## src/rtl/fwd_pkg.sv

```systemverilog
// Shared types and helpers for the forwarding scoreboard.
// Holds the tag-pipe entry layout, the register-file select code and the
// elaboration-time helpers used by fwd_tag_pipe and fwd_scoreboard.
package fwd_pkg;

    localparam int REG_ADDR_W = 5;
    localparam int FWD_SEL_RF = 0;

    typedef struct packed {
        logic                  valid;
        logic [REG_ADDR_W-1:0] rd;
        logic                  is_load;
    } fwd_entry_t;

    localparam int ENTRY_W = $bits(fwd_entry_t);

    // Ceiling log2, used to size the per-operand forward select.
    function automatic int clog2(input int value);
        int result = 0;
        for (int v = value - 1; v > 0; v = v >> 1) begin
            result++;
        end
        return result;
    endfunction

    // A producer matches a source only if it really writes and the source is not x0.
    function automatic logic entry_match(input fwd_entry_t entry,
                                         input logic [REG_ADDR_W-1:0] src);
        return entry.valid && (entry.rd == src) && (src != '0);
    endfunction

endpackage

```

## src/rtl/fwd_tag_pipe.sv

```systemverilog
// Tag shift register tracking {valid, rd, is_load} for N_STAGES stages after EX.
// Entry for stage k (1-based) sits at entries_o[(k-1)*ENTRY_W +: ENTRY_W].
module fwd_tag_pipe
    import fwd_pkg::*;
#(
    parameter int N_STAGES = 2
) (
    input  logic                        clk_i,
    input  logic                        rst_i,
    input  logic                        freeze_i,
    input  fwd_entry_t                  entry_i,
    output logic [N_STAGES*ENTRY_W-1:0] entries_o
);

    fwd_entry_t [N_STAGES-1:0] stage_reg;

    // Shift one stage per unfrozen edge; the oldest entry falls off the end.
    always_ff @(posedge clk_i) begin
        if (rst_i) begin
            stage_reg <= '0;
        end else if (!freeze_i) begin
            stage_reg[0] <= entry_i;
            for (int k = 1; k < N_STAGES; k++) begin
                stage_reg[k] <= stage_reg[k-1];
            end
        end
    end

    for (genvar gi = 0; gi < N_STAGES; gi++) begin : g_flat
        assign entries_o[gi*ENTRY_W +: ENTRY_W] = stage_reg[gi];
    end

endmodule

```

## src/rtl/fwd_scoreboard.sv

```systemverilog
// Forwarding and load-use hazard controller with an internal tag pipeline.
// Optional statistics counters are built only when FWD_STATS_EN is defined;
// otherwise fwd_cnt_o and stall_cnt_o are tied to zero.
module fwd_scoreboard
    import fwd_pkg::*;
#(
    parameter int N_STAGES   = 2,
    parameter int N_SRC      = 2,
    parameter int LOAD_STAGE = 2
) (
    input  logic                                    clk_i,
    input  logic                                    rst_i,
    input  logic                                    freeze_i,
    input  logic                                    ex_valid_i,
    input  logic [REG_ADDR_W-1:0]                   ex_rd_i,
    input  logic                                    ex_regwrite_i,
    input  logic                                    ex_is_load_i,
    input  logic [REG_ADDR_W*N_SRC-1:0]             ex_rs_i,
    input  logic [REG_ADDR_W*N_SRC-1:0]             id_rs_i,
    input  logic [N_SRC-1:0]                        id_rs_used_i,
    output logic [clog2(N_STAGES+1)*N_SRC-1:0]      fwd_sel_o,
    output logic                                    stall_o,
    output logic [31:0]                             fwd_cnt_o,
    output logic [31:0]                             stall_cnt_o
);

    localparam int SELW = clog2(N_STAGES + 1);

    fwd_entry_t                  ex_entry;
    logic [N_STAGES*ENTRY_W-1:0] entries;
    fwd_entry_t                  stage     [1:N_STAGES];
    fwd_entry_t                  pos_entry [0:N_STAGES-1];
    logic [N_SRC-1:0]            stall_vec;
    logic [N_SRC-1:0]            early_vec;

    assign ex_entry.valid   = ex_valid_i & ex_regwrite_i & (ex_rd_i != '0);
    assign ex_entry.rd      = ex_rd_i;
    assign ex_entry.is_load = ex_is_load_i;

    fwd_tag_pipe #(
        .N_STAGES (N_STAGES)
    ) u_tag_pipe (
        .clk_i     (clk_i),
        .rst_i     (rst_i),
        .freeze_i  (freeze_i),
        .entry_i   (ex_entry),
        .entries_o (entries)
    );

    for (genvar gi = 1; gi <= N_STAGES; gi++) begin : g_unpack
        assign stage[gi] = entries[(gi-1)*ENTRY_W +: ENTRY_W];
    end

    // Stall producers: position 0 is the instruction currently in EX.
    assign pos_entry[0] = ex_entry;
    for (genvar gi = 1; gi < N_STAGES; gi++) begin : g_pos
        assign pos_entry[gi] = stage[gi];
    end

    for (genvar gi = 0; gi < N_SRC; gi++) begin : g_op
        logic [REG_ADDR_W-1:0] ex_src;
        logic [REG_ADDR_W-1:0] id_src;
        logic [SELW-1:0]       sel;
        logic                  early_load;
        logic                  stall_op;

        assign ex_src = ex_rs_i[gi*REG_ADDR_W +: REG_ADDR_W];
        assign id_src = id_rs_i[gi*REG_ADDR_W +: REG_ADDR_W];

        // Scan oldest to youngest so the youngest matching stage wins.
        always_comb begin
            sel        = SELW'(FWD_SEL_RF);
            early_load = 1'b0;
            for (int k = N_STAGES; k >= 1; k--) begin
                if (entry_match(stage[k], ex_src)) begin
                    sel        = SELW'(k);
                    early_load = stage[k].is_load && (k < LOAD_STAGE);
                end
            end
        end

        // Youngest matching producer decides; a younger non-load masks an older load.
        always_comb begin
            stall_op = 1'b0;
            for (int p = N_STAGES - 1; p >= 0; p--) begin
                if (id_rs_used_i[gi] && entry_match(pos_entry[p], id_src)) begin
                    stall_op = pos_entry[p].is_load && (p + 1 < LOAD_STAGE);
                end
            end
        end

        assign fwd_sel_o[gi*SELW +: SELW] = sel;
        assign stall_vec[gi] = stall_op;
        assign early_vec[gi] = ex_valid_i & early_load;
    end

    assign stall_o = |stall_vec;

    // A load must never be forwarded before it is available once stalls are obeyed.
    a_no_early_load_fwd : assert property (@(posedge clk_i) disable iff (rst_i) !(|early_vec));

`ifdef FWD_STATS_EN
    logic [31:0] fwd_cnt_reg;
    logic [31:0] stall_cnt_reg;

    // Saturating activity counters, counting only unfrozen cycles.
    always_ff @(posedge clk_i) begin
        if (rst_i) begin
            fwd_cnt_reg   <= '0;
            stall_cnt_reg <= '0;
        end else if (!freeze_i) begin
            if ((|fwd_sel_o) && (fwd_cnt_reg != '1)) begin
                fwd_cnt_reg <= fwd_cnt_reg + 32'd1;
            end
            if (stall_o && (stall_cnt_reg != '1)) begin
                stall_cnt_reg <= stall_cnt_reg + 32'd1;
            end
        end
    end

    assign fwd_cnt_o   = fwd_cnt_reg;
    assign stall_cnt_o = stall_cnt_reg;
`else
    assign fwd_cnt_o   = '0;
    assign stall_cnt_o = '0;
`endif

endmodule

```

## config.mk

```make
export PLATFORM = sky130hd
export DESIGN_NAME = fwd_scoreboard
export DESIGN_NICKNAME = d
export VERILOG_FILES = /design/src/rtl/fwd_pkg.sv /design/src/rtl/fwd_tag_pipe.sv /design/src/rtl/fwd_scoreboard.sv
export SDC_FILE = /design/constraint.sdc
export NUM_CORES = 1
export LEC_CHECK = 0
export BUFFER_PORTS_ARGS = -buffer_cell sky130_fd_sc_hd__buf_2
export CAP_MARGIN = 20
export CORE_UTILIZATION = 40
export CTS_CLUSTER_SIZE = 30
export DETAILED_ROUTE_END_ITERATION = 7
export GPL_TIMING_DRIVEN = 0
export HOLD_SLACK_MARGIN = 0.06
export MAX_ROUTING_LAYER = met4
export PLACE_DENSITY = 0.86
export REMOVE_ABC_BUFFERS = 1
export SKIP_LAST_GASP = 1
export SLEW_MARGIN = 20
export SYNTH_ARGS = -nofsm -noshare
export SYNTH_HDL_FRONTEND = slang
export SYNTH_SLANG_ARGS = --single-unit
```

## constraint.sdc

```tcl
create_clock -name clk_i -period 1.5 [get_ports clk_i]
set_clock_uncertainty 0.1 [all_clocks]
set_input_delay 0.15 -clock clk_i [delete_from_list [all_inputs] [get_ports clk_i]]
set_output_delay 0.15 -clock clk_i [all_outputs]
set_load 0.02 [all_outputs]
```

==> results_dict.tcl <==
set metrics [dict create \
    yosys.area.top_type_share_pct 35.3 \
    worstSetupEndpointType "output port" \
    routabilityCongestion 0.815 \
    ys_seq_area_share_pct 17.6 \
    area_growth_pct 11.3 \
    worstSetupStartpoint "ex_rs_i[3]" \
    synth-main-ff-cell "dfxtp_1" \
    violations "setup timing" \
    syn_inst 161 \
    grt_max_degree 14 \
    synthTopCellsByCount "buf_4 (64), xnor2_1 (18), dfxtp_1 (12), nor2_1 (12), mux2i_1 (11)" \
    drv_cap 0 \
    drive_above_1_share_pct 32.7 \
    worst_slack_ns -0.202 \
    drc 0 \
    path_clk_slew_ns 0.07 \
    total_power_mw 0.962 \
    row_count 20 \
    final_nets 236 \
    core_area_um2 3130 \
    holdWs_ns 0.0825 \
    yosysMostFrequentCell "buf_4" \
    dp_hpwl_mm 1.91 \
    status "finished with violations" \
    grt_antenna_before_repair 0 \
    drtPass1Iterations 4 \
    cts.path.max_buffers 2 \
    cp.arrival_ns 1.45 \
    syn_area_um2 1360 \
    crit_path_max_fanout 3 \
    grt_pass1_wl_mm 3.62 \
    vdd_drop_max_v 0.000302 \
    postRouteAntennaNets 0 \
    cts_made_buffers 3 \
    largest_reg_flops 12 \
    max_freq_mhz 587 \
    final_core_util_pct 48.4 \
    worstHoldStart "ex_regwrite_i" \
    powerDensity_nw_per_um2 635 \
    synth.distinct_cells 20 \
    preCtsSetupSlack_ns -0.177 \
    cts_tree "done" \
    viasPerCell 4.13 \
    cp-start-kind "input port" \
    reg2reg_setup_slack_ns 0.60 \
    p_switching_mw 0.371 \
    drv_slew 0 \
    ys_ff_latch 12 \
    power.leakage_nw 0.726 \
    yosysTopAreaCell "buf_4" \
    setup_viol 4 \
    grt_usage_pct 14.3 \
    io_pins 102 \
    power_frac_seq_pct 36.6 \
    dp_cells 239 \
    rsz0062_at_grt "true" \
    period_needed_ns 1.70 \
    cts-htree-levels 1 \
    root_buffer "clkbuf_4" \
    io_buffers 37 \
    min_period_over_period_pct 113 \
    combPwrFrac_pct 37.4 \
    swShare_pct 38.6 \
    die_h_um 60.3 \
    internal_power_mw 0.591 \
    die-area_um2 3640 \
    grt_pass1_vias 844 \
    worst_skew_pair.late_latency_ns 0.27 \
    wirelength_mm 2.46 \
    overflow 0 \
    die_w_um 60.3 \
    instances_no_fill 246 \
    async_reset_ff_share_pct 0 \
    critPathKind "input port to output port" \
    syn_avg_cell_area_um2 8.46 \
    num_antenna_cells 0 \
    yosysWarningCount 0 \
    worstPathRequired_ns 1.25 \
    fillCellCount 330 \
    clkSinkCount 12 \
    initial_core_util_pct 43.5 \
    drt_iter0_drc 19 \
    r2r_start "u_tag_pipe.entries_o[5]" \
    hold_path.class "input port to register" \
    ys_top_cells_by_area "buf_4 (35%), dfxtp_1 (18%), xnor2_1 (12%), mux2i_1 (8.1%), xor2_1 (6.4%)" \
    clockPowerShare_pct 26.0 \
    hold_viol_final 0 \
    vias 1017 \
    synth_edf_count 0 \
    wl_per_cell_um 9.99 \
]
[logic make-up (layout without fill, tap and decap cells)]
family                    Yosys count  in the layout  share of synthesized area [%]
and+or+nand+nor                    39             39                           18.0
other                               1             64                          0.275
muxes                              11             11                           8.09
xor gates and xnor gates           28             28                           18.0
AOI/OAI and AO/OA                   4              4                           2.02
DFF                                12             12                           17.6
buffers and inverters              66             44                           35.9
[power by group through the flow]
stage	sequential [mW]	combinational [mW]	clock (mW)
after detailed placement	0.361	0.323	0
after floorplan	0.354	0.235	0
after CTS	0.352	0.342	0.262
after global routing	0.355	0.392	0.278
after global placement	0.359	0.318	0
final	0.352	0.360	0.250
[final cells by class]
class / instances / area, um^2 / share of cell area (%)
flip-flops and latches: 12 / 259 / 17.1
clock buffers: 4 / 36.3 / 2.39
repair buffers: 40 / 215 / 14.2
multi-input cells: 146 / 950 / 62.7
well taps: 44 / 55.1 / 3.63
[stage by stage]
stage	setup TNS, ns	area, um^2
global placement	-0.326	1350
detailed placement	-0.346	1350
global route	-0.948	1520
CTS	-0.583	1460
finish	-0.608	1520
floorplan	-0.287	1110
[routing by layer]
layer / global-route usage (%) / vias to the layer above / wire, um
li1: - / 489 / -
met1: 17.0 / 455 / 949
met2: 23.2 / 69 / 1270
met3: 1.28 / 4 / 181
met4: 8.97 / 0 / 53
met5: - / - / 0
[what timing repair did]
| action | in CTS | in global routing |
|---|---|---|
| hold endpoints to repair | 0 | 0 |
| setup buffers | 3 | 0 |
| pin swaps | 5 | 0 |
| hold buffers | 0 | 0 |
| setup endpoints to repair | 4 | 5 |
| gates resized for setup | 14 | 10 |
[cells in the final DEF, fill, tap and decap left out, types with 2 or more instances in the layout]
cell type and count:
nor4_2 3, xnor2_2 6, nor2_4 2, xor2_1 9, o2111ai_1 2, conb_1 64
nor2_1 12, a21oi_1 2, buf_2 34, or4_4 2, nor3_1 4, dfxtp_1 7
buf_4 6, xnor2_1 12, nand4_1 5, dfxtp_4 5, mux2i_1 11, clkbuf_4 3
and2_1 2, nand2_1 4, nor4_4 2
[worst max-delay path, cell delays in order]
cell	delay [ns]
buf_2	0.12
or4_4	0.54
nor2_4	0.14
nor4_4	0.07
nor4_2	0.23
buf_2	0.19
[path summary, 6_finish.rpt]
path | endpoint | depth (start not counted)
worst max register to register | u_tag_pipe.entries_o[5] | 3
worst min register to register | u_tag_pipe.entries_o[6] | 2
worst min-delay path | u_tag_pipe.entries_o[6] | 3
worst max-delay path | fwd_sel_o[1] | 6
Power figures use the tool's default switching activity.
